--- config.mk ---
export PLATFORM = sky130hd
export DESIGN_NAME = sha256_id_issue
export DESIGN_NICKNAME = d
export VERILOG_FILES = /design/src/rtl/sha256_pkg.sv /design/src/rtl/sha256_id_issue.sv
export SDC_FILE = /design/constraint.sdc
export NUM_CORES = 1
export LEC_CHECK = 0
export ABC_AREA = 1
export CORE_AREA = 2 2 39 41
export CTS_BUF_LIST = sky130_fd_sc_hd__clkbuf_8
export CTS_CLUSTER_SIZE = 40
export DETAILED_ROUTE_END_ITERATION = 12
export DIE_AREA = 0 0 41 43
export DONT_BUFFER_PORTS = 1
export PLACE_DENSITY = 0.44
export SYNTH_ARGS = -nofsm -noshare
export SYNTH_HDL_FRONTEND = slang
export SYNTH_SLANG_ARGS = --single-unit
--- constraint.sdc ---
create_clock -name clk -period 1.2 [get_ports clk]
set_input_delay 0.24 -clock clk [delete_from_list [all_inputs] [get_ports clk]]
set_output_delay 0.24 -clock clk [all_outputs]
set_load 0.05 [all_outputs]
--- src/rtl/sha256_pkg.sv ---
// Shared SHA-2 accelerator types: transaction-ID width and ID type used by issuer, ID buffer and concatenator.
package sha256_pkg;
    localparam int ID_W_DEF = 6;
    typedef logic [ID_W_DEF-1:0] id_t;
endpackage

--- src/rtl/sha256_id_issue.sv ---
// Issues a gap-free modulo-2^ID_W ID sequence to two consumers (cfg, buf); zero-latency valids from registered state.
// An ID retires only once both channels have handshaken; en low masks valids and freezes all state.
module sha256_id_issue
    import sha256_pkg::*;
#(
    parameter int ID_W = ID_W_DEF
) (
    input  logic            clk,
    input  logic            sync_rst,
    input  logic            en,
    output logic [ID_W-1:0] id_out,
    output logic            id_out_last,
    output logic            id_out_cfg_valid,
    input  logic            id_out_cfg_ready,
    output logic            id_out_buf_valid,
    input  logic            id_out_buf_ready
);

    logic [ID_W-1:0] id_q;
    logic            cfg_pend;
    logic            buf_pend;
    logic            hs_c;
    logic            hs_b;
    logic            retire;

    assign id_out           = id_q;
    assign id_out_last      = 1'b1;
    assign id_out_cfg_valid = cfg_pend & en;
    assign id_out_buf_valid = buf_pend & en;

    assign hs_c = id_out_cfg_valid & id_out_cfg_ready;
    assign hs_b = id_out_buf_valid & id_out_buf_ready;

    // A channel that already took the ID counts as done; at least one handshake must land this cycle.
    assign retire = (hs_c | ~cfg_pend) & (hs_b | ~buf_pend) & (hs_c | hs_b);

    always_ff @(posedge clk) begin
        if (sync_rst) begin
            id_q     <= '0;
            cfg_pend <= 1'b1;
            buf_pend <= 1'b1;
        end else if (en) begin
            if (retire) begin
                id_q     <= id_q + 1'b1;
                cfg_pend <= 1'b1;
                buf_pend <= 1'b1;
            end else begin
                if (hs_c) cfg_pend <= 1'b0;
                if (hs_b) buf_pend <= 1'b0;
            end
        end
    end

endmodule

==> results of run 1 <==
-- state kept, by name (all words and copies together), names as in the netlist --
register and count:
id_out 6, buf_pend 1, cfg_pend 1
-- cells in the mapped netlist --
| cell | instances | area share |
|---|---|---|
| xnor2_1 | 2 | 0.042 |
| inv_2 | 1 | 0.0091 |
| dfxtp_1 | 8 | 0.39 |
| xor2_1 | 1 | 0.021 |
| buf_4 | 1 | 0.018 |
| nand3_1 | 6 | 0.073 |
| nand2_1 | 20 | 0.18 |
| nor2_1 | 1 | 0.0091 |
| nand3_2 | 1 | 0.024 |
| inv_1 | 5 | 0.045 |
| conb_1 | 1 | 0.0091 |
| o21bai_1 | 1 | 0.018 |
| nand2_2 | 2 | 0.030 |
| a21oi_1 | 6 | 0.073 |
| nor2_4 | 1 | 0.027 |
| ha_1 | 1 | 0.030 |
-- stage by stage --
stage          hold WS, ns  setup slack, ns  total power, mW
2_1_floorplan        0.302          0.00430            0.356
5_1_grt             0.0646           0.0105            0.715
3_3_place_gp         0.304            0.130            0.367
6_report            0.0682           0.0683            0.693
4_1_cts             0.0654          0.00969            0.696
3_5_place_dp         0.304           0.0939            0.367
-- worst max-delay path, delay by kind of cell, from the launching register on --
family | cells | cell delay, ns
buffers and inverters | 1 | 0.25
and+or+nand+nor | 1 | 0.10
DFF | 1 | 0.32
-- area by class of cell --
class	instances	area [sq um]	area share
Sequential cell	8	166	0.311
Multi-Input combinational cell	43	228	0.426
Timing Repair Buffer	7	52.6	0.0984
Tap cell	16	20.0	0.0375
Inverter	6	26.3	0.0492
Clock buffer	3	41.3	0.0773
-- how the worst max path moves through the flow --
stage,from,endpoint
6_report,buf_pend$_SDFFE_PP1P_,id_out_buf_valid
5_1_grt,buf_pend$_SDFFE_PP1P_,id_out_buf_valid
4_1_cts,buf_pend$_SDFFE_PP1P_,id_out_buf_valid
3_5_place_dp,cfg_pend$_SDFFE_PP1P_,id_out[2]$_SDFFE_PP0P_
3_3_place_gp,cfg_pend$_SDFFE_PP1P_,id_out[3]$_SDFFE_PP0P_
2_1_floorplan,id_out[0]$_SDFFE_PP0P_,id_out[4]$_SDFFE_PP0P_
-- metal layers --
layer  vias up  track usage  wire length [microns]
met5         -            0                      0
met1       145        0.136                    380
met4         0        0.120                     34
li1        201            -                      -
met2        13        0.141                    341
met3         4       0.0471                     76
-- cells by family (layout without fill, tap and decap cells) --
group,count (synthesis),count (layout),synth area share
AOI/OAI and AO/OA,7,7,0.0909
xor gates and xnor gates,3,3,0.0636
adders and majority gates,1,1,0.0303
buffers and inverters,7,16,0.0727
DFF,8,8,0.388
other,1,1,0.00908
and+or+nand+nor,31,31,0.345
-- power by group --
group	switching (mW)	total (mW)	internal (mW)
Sequential	0.00621	0.281	0.274
Clock	0.109	0.327	0.218
Combinational	0.0641	0.0854	0.0213
-- timing repair --
item	CTS	global route
endpoints found under the setup margin	0	4
setup buffers	0	0
resized for setup	0	2
==> results.md, run 1 <==
- Max Cap Violations: 0
- Fin Setup TNS: 0 ns
- Die area: 1760 sq um
- Worst reg2reg path startpoint: cfg_pend$_SDFFE_PP1P_
- Initial core utilization: 0.298
- Initial antenna violation count: 0
- RR Endpoint: id_out[3]$_SDFFE_PP0P_
- FP Rows: 14
- Vias per inst: 4.37
- Num CTS Buffers: 3
- Outcome: complete, no violations
- Cells after DPL: 80
- Placer Congestion: 0.709
- Maximum vdd drop: 0.629 mV
- Die width: 41 microns
- Synth Instances: 58
- Port bufs: 0
- Clock H-tree levels: 1
- Total Routed Length: 833 microns
- Fraction of layout cells with a size suffix above 1: 0.328
- R2R Setup Slk: 0.15 ns
- Highest Clock Rate: 884 MHz
- First-pass GRT wire length: 1280 microns
- Req. time, crit path: 0.96 ns
- Vias: 363
- Pwr dens: 1300 nW/um^2
- Fin crit period: 1.13 ns
- Synthesized flop and latch total: 8
- Final Cell Area: 534 sq um
- Seq/Total Area, Yosys: 0.388
- Area after DPL: 484 sq um
- Clk_skew: 0.000740 ns
- Routed len/inst: 10.0 microns
- Worst-path clk slew: 0.04 ns
- Hold Crit Start: sync_rst
- Most frequent cells in the layout: nand2_1 (20), buf_4 (7), a21oi_1 (6)
- Final hold violations: 0
- Lkg Pwr: 0.229 nW
- N_diodes: 0
- Antenna viol nets, final: 0
- CP arrival: 0.89 ns
- Worst hold path depth: 1
- Die height: 43 microns
- Worst setup EP type: output port
- Cells along the critical path: nand2_1 -> clkinvlp_4
- Leading cell type in the layout, fill and taps excluded: nand2_1
- Max FO, Critical Path: 3
- Max clock buf depth: 2
- Setup violations, final: 0
- CP max-delay cell: dfxtp_1
- Nets@finish: 75
- GRT overflow: 0
- Top Ports: 14
- Largest net degree at the start of global routing: 9
- Hold Path End: id_out[4]$_SDFFE_PP0P_
- Synth warnings: 0
- Final std cells w/o fill: 83
- Sink Count: 8
- Slowest stage delay, CP: 0.32 ns
- Slew Limit Fails: 0
- Crit path kind: reg2out
- Tcrit/Tclk final: 0.943
- Iteration-0 DRC Markers: 8
- DP HPWL: 594 microns
- Total GRT Usage: 0.115
- Startpoint types: register
- DRC errors left: 0
- Post-Syn Area: 413 sq um
- Worst skew pair latency: 0.23 ns
- DRT Pass-1 Iters: 2
- Worst hold path type: in2reg
- Root Buffer: clkbuf_8
- Core area: 1380 sq um
- Post-synthesis cell type count: 16
- RSZ-0062 raised after global routing: no
- TritonCTS clock tree: yes
- Syn avg cell area: 7.12 sq um
- Area Growth Syn to Fin: 29.4%
- Path depth of the worst reg2reg path: 6
- Filler cell count: 141
- Final core occ: 0.386
- Number of global-route vias before repair: 326
- CTS Hold Bufs: 0
- Post-synthesis net count: 64
Note: power is estimated with default switching activity, not from simulation.
==> run 2, diff against run 1 <==
--- a/config.mk
+++ b/config.mk
@@ -13,6 +13,7 @@
 export DIE_AREA = 0 0 41 43
 export DONT_BUFFER_PORTS = 1
 export PLACE_DENSITY = 0.44
+export SETUP_SLACK_MARGIN = 0.1
 export SYNTH_ARGS = -nofsm -noshare
 export SYNTH_HDL_FRONTEND = slang
 export SYNTH_SLANG_ARGS = --single-unit
==> results.md, run 2 (same netlist as run 1, synthesis figures left out) <==
- Maximum vdd drop: 0.727 mV
- DP HPWL: 603 microns
- Worst hold path type: in2reg
- Antenna viol nets, final: 0
- First-pass GRT wire length: 1290 microns
- Area Growth Syn to Fin: 39.1%
- Worst-path clk slew: 0.04 ns
- Req. time, crit path: 0.96 ns
- Worst Setup SP: buf_pend$_SDFFE_PP1P_
- Final hold violations: 0
- CTS Hold Bufs: 0
- Routed len/inst: 9.98 microns
- Root Buffer: clkbuf_8
- Hold Crit Start: sync_rst
- DRT met1 WL: 369 microns
- Met3 wire len: 56 microns
- Total Routed Length: 838 microns
- Largest net degree at the start of global routing: 9
- Leading cell type in the layout, fill and taps excluded: nand2_1
- Most frequent cells in the layout: nand2_1 (18), dfxtp_2 (6), buf_4 (6)
- RSZ-0062 raised after global routing: yes
- Max Cap Violations: 0
- DR WL met2: 399 microns
- GRT overflow: 0
- Top layer used by detailed routing: met4
- DRC errors left: 0
- Worst skew pair latency: 0.23 ns
- TritonCTS clock tree: yes
- DRT Pass-1 Iters: 4
- Vias: 380
- Worst hold margin: 0.0598 ns
- Port bufs: 0
- Iteration-0 DRC Markers: 4
- CP arrival: 0.86 ns
- Sink Count: 8
- Clk_skew: 0.00486 ns
- Clock H-tree levels: 1
- Setup violations, final: 0
- Highest Clock Rate: 908 MHz
- Placer Congestion: 0.675
- Max FO, Critical Path: 3
- Initial antenna violation count: 0
- Fraction of layout cells with a size suffix above 1: 0.471
- Slew Limit Fails: 0
- Top Ports: 14
- Max clock buf depth: 2
- Outcome: complete, no violations
- Crit path kind: reg2out
- Total GRT Usage: 0.112
- Core area: 1380 sq um
- Fin Setup TNS: 0 ns
- Lkg Pwr: 0.236 nW
- Worst setup EP type: output port
- Worst reg2reg path startpoint: cfg_pend$_SDFFE_PP1P_
- Initial core utilization: 0.298
- Fin crit period: 1.10 ns
- Die width: 41 microns
- Final std cells w/o fill: 84
- Number of global-route vias before repair: 319
- Nets@finish: 75
- Tcrit/Tclk final: 0.918
- Slowest stage delay, CP: 0.32 ns
- Pwr dens: 1210 nW/um^2
- CP max-delay cell: dfxtp_2
- Startpoint types: register
- Number of flip-flops in the largest register: 6
- N_diodes: 0
- FP Rows: 14
- Die height: 43 microns
- Die area: 1760 sq um
- Num CTS Buffers: 3
- Vias per inst: 4.52
- Power Total: 698 uW
- Cells after DPL: 80
- Cells along the critical path: nand2_2 -> clkinvlp_4
## run 2: cell count changes in the layout (fill, tap and decap cells not counted)
cell	previous run	this run
nand2_1	20	18
dfxtp_4	0	2
a21oi_2	0	5
buf_6	0	1
a21oi_1	6	1
nand2_2	2	4
buf_4	7	6
dfxtp_2	5	6
dfxtp_1	3	0
inv_1	4	5
## run 2: worst paths after layout
check | end | slack, ns | cells after the start
max | id_out_buf_valid | 0.1 | 2
min | id_out[1]$_SDFFE_PP0P_ | 0.06 | 1
max reg2reg | id_out[3]$_SDFFE_PP0P_ | 0.14 | 6
min reg2reg | id_out[5]$_SDFFE_PP0P_ | 0.48 | 2
## run 2: metrics by stage
| stage | util | worst slack (ns) | instance area (sq um) |
|---|---|---|---|
| floorplan | - | 0.0960 | 425 |
| global placement | 0.354 | 0.121 | 490 |
| detailed placement | 0.354 | 0.0854 | 490 |
| CTS | 0.399 | 0.0886 | 552 |
| global route | 0.415 | 0.0475 | 574 |
| finish | 0.415 | 0.0981 | 574 |
## run 2: worst max-delay path: cells and delay by family (launching register included)
| kind | cells | cell delay (ns) |
|---|---|---|
| buffers and inverters | 1 | 0.23 |
| AND/OR/NAND/NOR | 1 | 0.08 |
| flip-flops | 1 | 0.32 |
## run 2: power by group
part           total (mW)  switching, mW  internal (mW)  leakage, nW
Clock               0.329          0.107          0.222       0.0269
Sequential          0.278        0.00610          0.272       0.0680
Combinational      0.0910         0.0665         0.0245        0.141
Total               0.698          0.180          0.518        0.236
## run 2: repair_timing
item | in CTS | in global routing
resized for setup | 5 | 7
setup buffers | 0 | 0
setup endpoints to repair | 8 | 8
pin swaps | 0 | 3
## run 2: cell type report
cell class / count / area [sq um]
fillers: 142 / 810
multi-input cells: 43 / 251
flip-flops and latches: 8 / 175
repair buffers: 7 / 56.3
clock buffers: 3 / 41.3
inverters: 6 / 26.3
well taps: 16 / 20.0
clock inverters: 1 / 3.75
## run 2: layer usage
metal / vias up / track usage
met5: - / 0
met4: 0 / 0.0800
met3: 2 / 0.0366
met2: 10 / 0.153
met1: 167 / 0.139
li1: 201 / -
==> run 3, diff against run 2 <==
--- a/config.mk
+++ b/config.mk
@@ -14,6 +14,7 @@
 export DONT_BUFFER_PORTS = 1
 export PLACE_DENSITY = 0.44
 export SETUP_SLACK_MARGIN = 0.1
+export SLEW_MARGIN = 10
 export SYNTH_ARGS = -nofsm -noshare
 export SYNTH_HDL_FRONTEND = slang
 export SYNTH_SLANG_ARGS = --single-unit
==> results of run 3 <==
Same layout as run 2: the final DEF is identical, and so are final timing and power.
